==> src/rtl/scan_decoder.sv <==
// Registered N-to-2^N one-hot decoder: DIRECT (valid/ready code decode) and SCAN (autonomous walk with dwell).
// Define SCAN_DECODER_ACTIVE_LOW_EN to drive y active-low (idle all ones, active bit 0).
module scan_decoder #(
  parameter int N       = 3,
  parameter int DWELL_W = 8,
  localparam int OUT_W  = 2**N
) (
  input  logic               clk,
  input  logic               rst,
  input  logic               en,
  input  logic               mode,
  input  logic               in_valid,
  input  logic [N-1:0]       in_code,
  output logic               in_ready,
  input  logic [DWELL_W-1:0] dwell,
  output logic [OUT_W-1:0]   y,
  output logic               y_valid,
  output logic [N-1:0]       code_out,
  output logic               wrap
);
  typedef enum logic [1:0] {IDLE, DIRECT, SCAN} st_e;

  localparam logic [OUT_W-1:0] ONE     = OUT_W'(1);
  localparam logic [N-1:0]     IDX_MAX = '1;

  st_e                st;
  logic [OUT_W-1:0]   y_q;
  logic [N-1:0]       idx;
  logic [N-1:0]       idx_nxt;
  logic [DWELL_W-1:0] dwell_cnt;

  assign in_ready = (st == DIRECT);
  assign idx_nxt  = idx + 1'b1;

`ifdef SCAN_DECODER_ACTIVE_LOW_EN
  assign y = ~y_q;
`else
  assign y = y_q;
`endif

  always_ff @(posedge clk) begin
    if (rst) begin
      st        <= IDLE;
      y_q       <= '0;
      y_valid   <= 1'b0;
      code_out  <= '0;
      wrap      <= 1'b0;
      idx       <= '0;
      dwell_cnt <= '0;
    end else if (!en) begin
      st        <= IDLE;
      y_q       <= '0;
      y_valid   <= 1'b0;
      wrap      <= 1'b0;
      idx       <= '0;
      dwell_cnt <= '0;
    end else begin
      case (st)
        IDLE: begin
          y_q     <= '0;
          y_valid <= 1'b0;
          wrap    <= 1'b0;
          if (mode) begin
            st        <= SCAN;
            idx       <= '0;
            dwell_cnt <= '0;
            y_q       <= ONE;
            code_out  <= '0;
            y_valid   <= 1'b1;
          end else begin
            st <= DIRECT;
          end
        end
        DIRECT: begin
          wrap <= 1'b0;
          if (mode) begin
            // break-before-make: one idle cycle of y = 0 before scanning
            st      <= IDLE;
            y_q     <= '0;
            y_valid <= 1'b0;
          end else if (in_valid) begin
            y_q      <= ONE << in_code;
            code_out <= in_code;
            y_valid  <= 1'b1;
          end
        end
        SCAN: begin
          if (!mode) begin
            st        <= IDLE;
            y_q       <= '0;
            y_valid   <= 1'b0;
            wrap      <= 1'b0;
            idx       <= '0;
            dwell_cnt <= '0;
          end else if (dwell_cnt >= dwell) begin
            // >= so a live drop of dwell below the count advances at once
            dwell_cnt <= '0;
            idx       <= idx_nxt;
            y_q       <= ONE << idx_nxt;
            code_out  <= idx_nxt;
            wrap      <= (idx == IDX_MAX);
          end else begin
            dwell_cnt <= dwell_cnt + 1'b1;
            wrap      <= 1'b0;
          end
        end
        default: begin
          st      <= IDLE;
          y_q     <= '0;
          y_valid <= 1'b0;
          wrap    <= 1'b0;
        end
      endcase
    end
  end
endmodule

==> config.mk <==
export PLATFORM = sky130hd
export DESIGN_NAME = scan_decoder
export DESIGN_NICKNAME = d
export VERILOG_FILES = /design/src/rtl/scan_decoder.sv
export SDC_FILE = /design/constraint.sdc
export NUM_CORES = 1
export LEC_CHECK = 0
export BUFFER_PORTS_ARGS = -buffer_cell sky130_fd_sc_hd__buf_2
export CAP_MARGIN = 15
export CORE_MARGIN = 2
export CORE_UTILIZATION = 50
export DETAILED_ROUTE_END_ITERATION = 10
export PLACE_DENSITY = 0.75
export SYNTH_ARGS = -nofsm -noshare
export SYNTH_HDL_FRONTEND = slang
export SYNTH_SLANG_ARGS = --single-unit
export TNS_END_PERCENT = 50
==> constraint.sdc <==
create_clock -name clk -period 1.9 [get_ports clk]
set_input_delay 0.095 -clock clk [delete_from_list [all_inputs] [get_ports clk]]
set_output_delay 0.095 -clock clk [all_outputs]
set_load 0.01 [all_outputs]
After elaboration in Yosys (flattened, before gate mapping). Index checks and enable logic that the tools add are counted.

Add/subtract/negate cells: 2. Multipliers: 0. Div/mod/pow operators: 0. Magnitude comparators: 1. Eq/ne operators: 12. Shifts and indexed selects: 2. Multiplexer cells: 27. Bitwise operators: 4. Reductions and logical operators: 11.

Operators by type and width (number): $mux W8 (7); $pmux W8 S3 (1); $mux W3 (6); $pmux W8 S2 (1); $shl A1 B3 Y8 const A (2); $ne A2 B2 Y1 const B (7); $pmux W3 S3 (1); $add A8 B1 Y8 const B (1); $ge A8 B8 Y1 (1); $reduce_and A2 Y1 (4); $reduce_and A7 Y1 (1); $mux W2 (3); $ne A3 B3 Y1 const B (2); $pmux W2 S3 (1); $pmux W3 S2 (1); $mux W1 (5); $reduce_or A5 Y1 (1); $not A1 Y1 (4); $add A3 B1 Y3 const B (1); $eq A3 B3 Y1 const B (1); $pmux W1 S3 (1); $reduce_and A3 Y1 (1); $reduce_bool A3 Y1 (1); $eq A2 B1 Y1 const B (1); other kinds (4) (4).

Register bits after elaboration: 26. Bits in latches: 0. RAM bits: 0. ROM bits: 0. Bits of input ports: 16. Output and inout bits: 14. Logic and storage cells: 66. Memories kept: 0.

Depth between registers and ports, before layout. Gate-level depths: netlist of run 1.

Depth after elaboration: 5. Mapped depth: 8.

Worst setup path after synthesis of run 1. Ideal clock, no wire load.

Path type: reg2reg. Start point: register dwell_cnt[6]. End point: register y_q[0] (netlist: y[0]). Library setup time: 72 ps. Arrival: 1895 ps. Data required time: 1828 ps. Path slack: -67 ps. Cell stages (with the launch flop): 8. Path buffers: 1. Clock period less this slack: 1967 ps. Cells stage by stage: dfxtp_1 ha_1 and3_4 a221oi_4 and2b_1 buf_4 o2bb2ai_4 mux2i_1.

Longest elaborated chain between the ends: 3.

RTL lines: start, declared (RTL line 30) `logic [DWELL_W-1:0] dwell_cnt;`; start signal, assigned (RTL line 103) `dwell_cnt <= dwell_cnt + 1'b1;`; $ge A8 B8 Y1 (RTL line 95) `end else if (dwell_cnt >= dwell) begin`; $ne A3 B3 Y1 (no line); $reduce_and A2 Y1 (no line); end signal, assigned (RTL line 82) `y_q <= ONE << in_code;`; end signal, assigned (RTL line 99) `y_q <= ONE << idx_nxt;`; end, declared (RTL line 27) `logic [OUT_W-1:0] y_q;`.

Every way passes these cells. A chain may end at the register's enable or synchronous reset.

Final worst setup path of run 1.
Start point: register dwell_cnt[1]. End point: register y_q[3] (netlist: y[3]).

The elaborated chain is that of the path after synthesis.

==> results of run 1 <==
==> per-layer routing <==
| layer | global-route usage | routed length, um |
|---|---|---|
| met1 | 0.2968 | 1906 |
| met5 | 0 | 0 |
| met2 | 0.3710 | 1928 |
| met4 | 0.06944 | 32 |
| met3 | 0.01622 | 181 |
==> power by group through the flow <==
stage | clock network, mW | registers (mW) | logic, mW
6_report | 0.387 | 0.553 | 0.173
5_1_grt | 0.421 | 0.554 | 0.191
4_1_cts | 0.397 | 0.554 | 0.162
3_5_place_dp | 0 | 0.566 | 0.156
3_3_place_gp | 0 | 0.566 | 0.152
2_1_floorplan | 0 | 0.567 | 0.0899
==> cell type report <==
class / count / share of cell area
multi-input combinational: 151 / 0.5381
timing repair buffer: 54 / 0.1529
tap: 46 / 0.02539
sequential: 26 / 0.2340
clock inverter: 1 / 0.01325
clock buffer: 3 / 0.009934
inverter: 16 / 0.02649
==> how the worst max path moves through the flow <==
stage	from	to	cells after the start
2_1_floorplan	dwell_cnt[1]	code_out[0]	7
3_3_place_gp	dwell_cnt[1]	y[7]	7
3_5_place_dp	dwell_cnt[1]	y[3]	7
4_1_cts	dwell_cnt[7]	y[3]	6
5_1_grt	dwell_cnt[1]	y[3]	7
6_report	dwell_cnt[1]	y[3]	7
==> cells in the mapped netlist <==
library cell,n
nand2b_1,4
mux2i_1,11
nor3_1,5
o2bb2ai_1,1
o2111ai_1,1
a22oi_1,4
a2111oi_0,1
o311ai_4,1
a21oi_1,3
and3_4,1
nor2b_1,3
a32o_1,4
or2_2,1
a21oi_2,1
o2bb2ai_4,1
a21o_1,1
nand4_1,6
dfxtp_1,26
nor2_1,14
nand3_1,6
nand2_1,34
clkbuf_1,4
a22o_1,4
o21a_1,1
and3_1,2
a31oi_1,7
and3b_1,1
ha_1,19
inv_1,16
nor3b_1,1
o211a_1,1
a32oi_1,1
a311o_1,3
xor2_1,1
a221oi_4,1
and2b_1,1
nand4b_1,2
buf_4,2
o21ai_0,1
xnor2_1,2
==> state kept, by name (all words and copies together) (netlist names) <==
name,count
code_out,3
idx,3
wrap,1
y,8
st,2
y_valid,1
dwell_cnt,8
==> stage by stage <==
step	instance area [um2]	instances	power (mW)	util
3_3_place_gp	2088	287	0.7181	0.6308
5_1_grt	2267	297	1.165	0.6848
6_report	2267	297	1.113	0.6848
3_5_place_dp	2088	287	0.7223	0.6308
2_1_floorplan	1764	199	0.6565	-
4_1_cts	2202	295	1.113	0.6652
==> logic make-up after synthesis <==
logic type	Yosys count	share of synthesized area
AO/OA/AOI/OAI	37	0.2022
XOR/XNOR	3	0.01528
adder cells (fa/ha/maj)	19	0.1382
buffers and inverters	22	0.05236
flip-flops	26	0.3025
multiplexers	11	0.06400
AND/OR/NAND/NOR	81	0.2255
==> critical path, cell delays in order (launching register included) <==
cell,delay (ps)
dfxtp_2,380
ha_4,200
nor2b_4,120
o211a_1,220
o311ai_4,290
buf_6,170
o2bb2ai_4,210
mux2i_1,240
==> what timing repair did <==
item | 4_1_cts | 5_1_grt
hold endpoints to repair | 3 | 0
setup endpoints to repair | 11 | 20
hold buffers | 1 | 0
buffers inserted | 3 | 3
gates resized for setup | 6 | 15
pin swaps | 3 | 8
==> results.md, run 1 <==
* RSZ-0062 raised after global routing: yes
* Diode count at 0
* Vias per std cell at 5.485
* Wire per inst at 13.63 um
* Top cells by area, synth: dfxtp_1, ha_1, nand2_1
* Synth area leader: dfxtp_1
* Final Hold Slack at 127.3 ps
* Max-slew violation count at 0
* Initial Utilization at 0.5197
* Period Utilization, post-route at 0.9978
* Setup WS post-layout at 4.172 ps
* Final Hold Fails at 0
* Switch share at 0.2469
* Cts bufs inserted at 3
* First-pass GRT wire length at 7113 um
* Final ANT Viol Nets at 0
* Dpl hpwl at 2971 um
* TNS Setup at 0 ps
* DP Worst Slack at -55.53 ps
* Status: completed
* #FFs+latches synth at 26
* Worst R2R Start: dwell_cnt[1]
* CP Class: flip-flop to flip-flop
* Commonest non-fill, non-tap cell in the layout: nand2_1
* Vias in the first global route at 1590
* Share of layout cells above drive strength 1 at 0.3347
* Pwr/cell area at 490.9 nW/um2
* Synth top area share at 0.3025
* Hold crit path type: input pin to flip-flop
* Slew of the pin with the lowest slew margin at 503.0 ps
* Ys Warns at 0
* Crit path time final at 1896 ps
* Area Overhead vs Synth at 31.78%
* Slew Limit Headroom at 0.6635
* Synthesized area per cell at 8.645 um2
* Initial drt markers at 100
* Clk pwr share at 0.348
* PortBufs at 29
* Reg2reg end: y[3]
* Register Area at 530.5 um2
* GP Congestion at 0.7918
* Synthesized area at 1720 um2
* Grt total ovfl at 0
* Die ar. at 3926 um2
* Maxcap violations at 0
* CTS tree: done
* Post-synthesis cell type count at 40
* Number of I/O pins at 30
* DR pass1 iterations at 4
* F_max at 527.5 MHz
* Critical path required time at 2160 ps
* Fin nets at 287
* Die X-Extent at 62.66 um
* Clk_skew at 1.581 ps
* Reg2reg setup slack at 4 ps
* Vias at 1629
* Switch Pwr at 0.2747 mW
* Core Footprint at 3311 um2
* Final setup viols at 0
* Worst Path Max Fanout at 8
* Gate Count Post-Synth at 199
* Hold worst-path end: y_valid
* Largest net degree at the start of global routing at 16
* Hold path cells at 2
* Area of the multi-input gates at 1220 um2
* Fill cells at 283
* Total Routing Usage GR at 0.2191
* Rows at 21
* Critical path arrival at 2160 ps
* VDD IR-drop max at 240.0 uV
* Most frequent cells in the layout: nand2_1, buf_2, buf_4
* Internal power at 0.8382 mW
* Hold_sp: mode
* Clock sinks at 26
* Seq/Total Area, Yosys at 0.3025
* Root Buffer: clkbuf_4
* Power share of the combinational group at 0.155
* Initial antenna violation count at 0
* H-tree lvl count at 1
* Leakage dissipation at 0.9647 nW
* R2R cell count at 7
* Seq pwr share at 0.497
* Clk buf depth at 2
* DRC viols at 0
* Crit end category: flip-flop
* CP startpoint kind: flip-flop
* Die height at 62.66 um
* CTS clk-pin slew, worst paths at 150 ps
* Total length of routed wires at 4048 um
* Syn_nets at 234
* Worst skew pair latency at 320 ps
(Power assumes the default switching activity.)
==> inputs of run 2 (changes only) <==
- CORE_UTILIZATION: 50 -> 62
- CTS_BUF_LIST: unset -> sky130_fd_sc_hd__clkbuf_8
- PLACE_DENSITY: 0.75 -> 0.87
- clock period: 1.9 -> 2.26 ns (I/O delays scaled with it)
==> run 2 against run 1 <==
Clock power is essentially flat; global-route usage grew 3.9 points; clock skew grew 3.3 ps; wire length shrank 4.5%; die area shrank 18%; count of clock-buffer cells in the layout is the same; via count shrank 2.8%.
==> results.md, run 2 (synthesis results as in run 1) <==
* Status: completed
* Total length of routed wires at 3866 um (-4.5%)
* Vias per std cell at 6.000 (+9.4%)
* Setup WS post-layout at 137.1 ps (+132.9 ps)
* Final Hold Slack at 48.37 ps (-78.92 ps)
* DP Worst Slack at 198.8 ps (+254.3 ps)
* Slew Limit Headroom at 0.6507 (-0.01272)
* Fin nets at 269 (-6.3%)
* Die ar. at 3212 um2 (-18%)
* Largest net degree at the start of global routing at 17 (+1)
* Die X-Extent at 56.68 um (-9.6%)
* Share of layout cells above drive strength 1 at 0.2017 (-0.1329)
* Max-slew violation count at 0 (unchanged)
* Final setup viols at 0 (unchanged)
* Initial antenna violation count at 0 (unchanged)
* Root Buffer: clkbuf_8
* Hold_sp: rst
* Final Hold Fails at 0 (unchanged)
* Pwr/cell area at 486.6 nW/um2 (-0.88%)
* Non-filler instance count after layout at 264 (-11%)
* Number of I/O pins at 30 (unchanged)
* Grt total ovfl at 0 (unchanged)
* CP startpoint kind: flip-flop
* Rows at 19 (-9.5%)
* Critical path required time at 2430 ps (+270 ps)
* Reg2reg end: code_out[0]
* Most frequent cells in the layout: nand2_1, buf_2, dfxtp_1
* Leakage dissipation at 0.8699 nW (-9.8%)
* Area Overhead vs Synth at 16.29%
* Cells after DPL at 260 (-9.4%)
* Pwr Total at 0.9736 mW (-13%)
* Hold crit path type: input pin to flip-flop
* Hold worst-path end: code_out[2]
* Clk buf depth at 2 (unchanged)
* Wire per inst at 14.64 um (+7.4%)
* Worst Path Max Fanout at 8 (unchanged)
* Critical path arrival at 2290 ps (+130 ps)
* Maxcap violations at 0 (unchanged)
* CTS tree: done
* Slew of the pin with the lowest slew margin at 522.8 ps (+19.81 ps)
* DRC viols at 0 (unchanged)
* R2R cell count at 7 (unchanged)
* H-tree lvl count at 1 (unchanged)
* Worst R2R Start: dwell_cnt[1]
* Crit end category: flip-flop
* CP Class: flip-flop to flip-flop
* DR pass1 iterations at 4 (unchanged)
* Cts bufs inserted at 3 (unchanged)
* PortBufs at 29 (unchanged)
* Total Routing Usage GR at 0.2585 (+0.03940)
* Vias at 1584 (-2.8%)
* Dpl hpwl at 2805 um (-5.6%)
* Vias in the first global route at 1512 (-4.9%)
* Period Utilization, post-route at 0.9393 (-0.05847)
* Die height at 56.68 um (-9.6%)
* DP Area at 1927 um2 (-7.7%)
* F_max at 471.1 MHz (-11%)
* Hold path cells at 2 (unchanged)
* Clock sinks at 26 (unchanged)
* Commonest non-fill, non-tap cell in the layout: nand2_1
* Diode count at 0 (unchanged)
* CTS clk-pin slew, worst paths at 90 ps (-60 ps)
* Initial Utilization at 0.6404 (+0.1208)
* # hold bufs at CTS at 0 (-1)
* Final core utilization at 0.7448 (+0.05995)
* Clk_skew at 4.844 ps (+3.264 ps)
* Crit path time final at 2123 ps (+227.1 ps)
* GP Congestion at 0.8621 (+8.9%)
* RSZ-0062 raised after global routing: no
* Initial drt markers at 109 (+9.0%)
* Post-CTS Setup Bufs at 0 (-3)
* First-pass GRT wire length at 6720 um (-5.5%)
* Final ANT Viol Nets at 0 (unchanged)
* Reg2reg setup slack at 140 ps (+130 ps)
* VDD IR-drop max at 585.6 uV (+140%)
* Worst skew pair latency at 280 ps (-40 ps)
* Core Footprint at 2686 um2 (-19%)
* Fin area at 2001 um2 (-12%)
* TNS Setup at 0 ps (unchanged)
run 2: changes by cell type in the layout (fill, tap and decap cells not counted), sizes merged:
cell,change
buf,-17
dlygate4sd3,-1
run 2: final cells by class:
| cell class | count | area, um2 |
|---|---|---|
| clock buffers | 3 | 41.29 |
| clock inverters | 1 | 30.03 |
| fillers | 201 | 685.7 |
| inverters | 16 | 60.06 |
| multi-input cells | 151 | 1112 |
| flip-flops and latches | 26 | 520.5 |
| well taps | 31 | 38.79 |
| repair buffers | 36 | 197.7 |
run 2: timing repair:
item / 4_1_cts / 5_1_grt
endpoints found under the setup margin: 0 / 1
resized for setup: 0 / 1
hold endpoints to repair: 0 / 0
run 2: worst max path at each step:
stage	end	depth (start not counted)	start
global placement	y[7]	6	dwell_cnt[6]
floorplan	y[0]	7	dwell_cnt[6]
CTS	y[0]	6	dwell_cnt[1]
finish	code_out[0]	7	dwell_cnt[1]
detailed placement	y[0]	6	st[0]
global route	y[0]	6	dwell_cnt[6]
run 2: routing by layer:
layer | track usage | vias up | part of all wire
li1 | - | 782 | -
met4 | 0.07143 | 0 | 0.0085
met5 | 0 | - | 0
met2 | 0.4186 | 58 | 0.48
met3 | 0.05760 | 6 | 0.057
met1 | 0.3453 | 738 | 0.46
run 2: critical path, cell delays in order, from the launching register on:
cell and delay [ps]:
dfxtp_1 390, ha_1 260, nor2b_1 130, o211a_1 240, o311ai_4 510, buf_4 240, a311o_1 170, a31oi_1 70
run 2: report_power, final:
part	leakage [nW]	internal (mW)	switching (mW)
Clock	0.0357	0.237	0.152
Combinational	0.624	0.0462	0.0728
Sequential	0.210	0.462	0.00326
Total	0.870	0.745	0.228
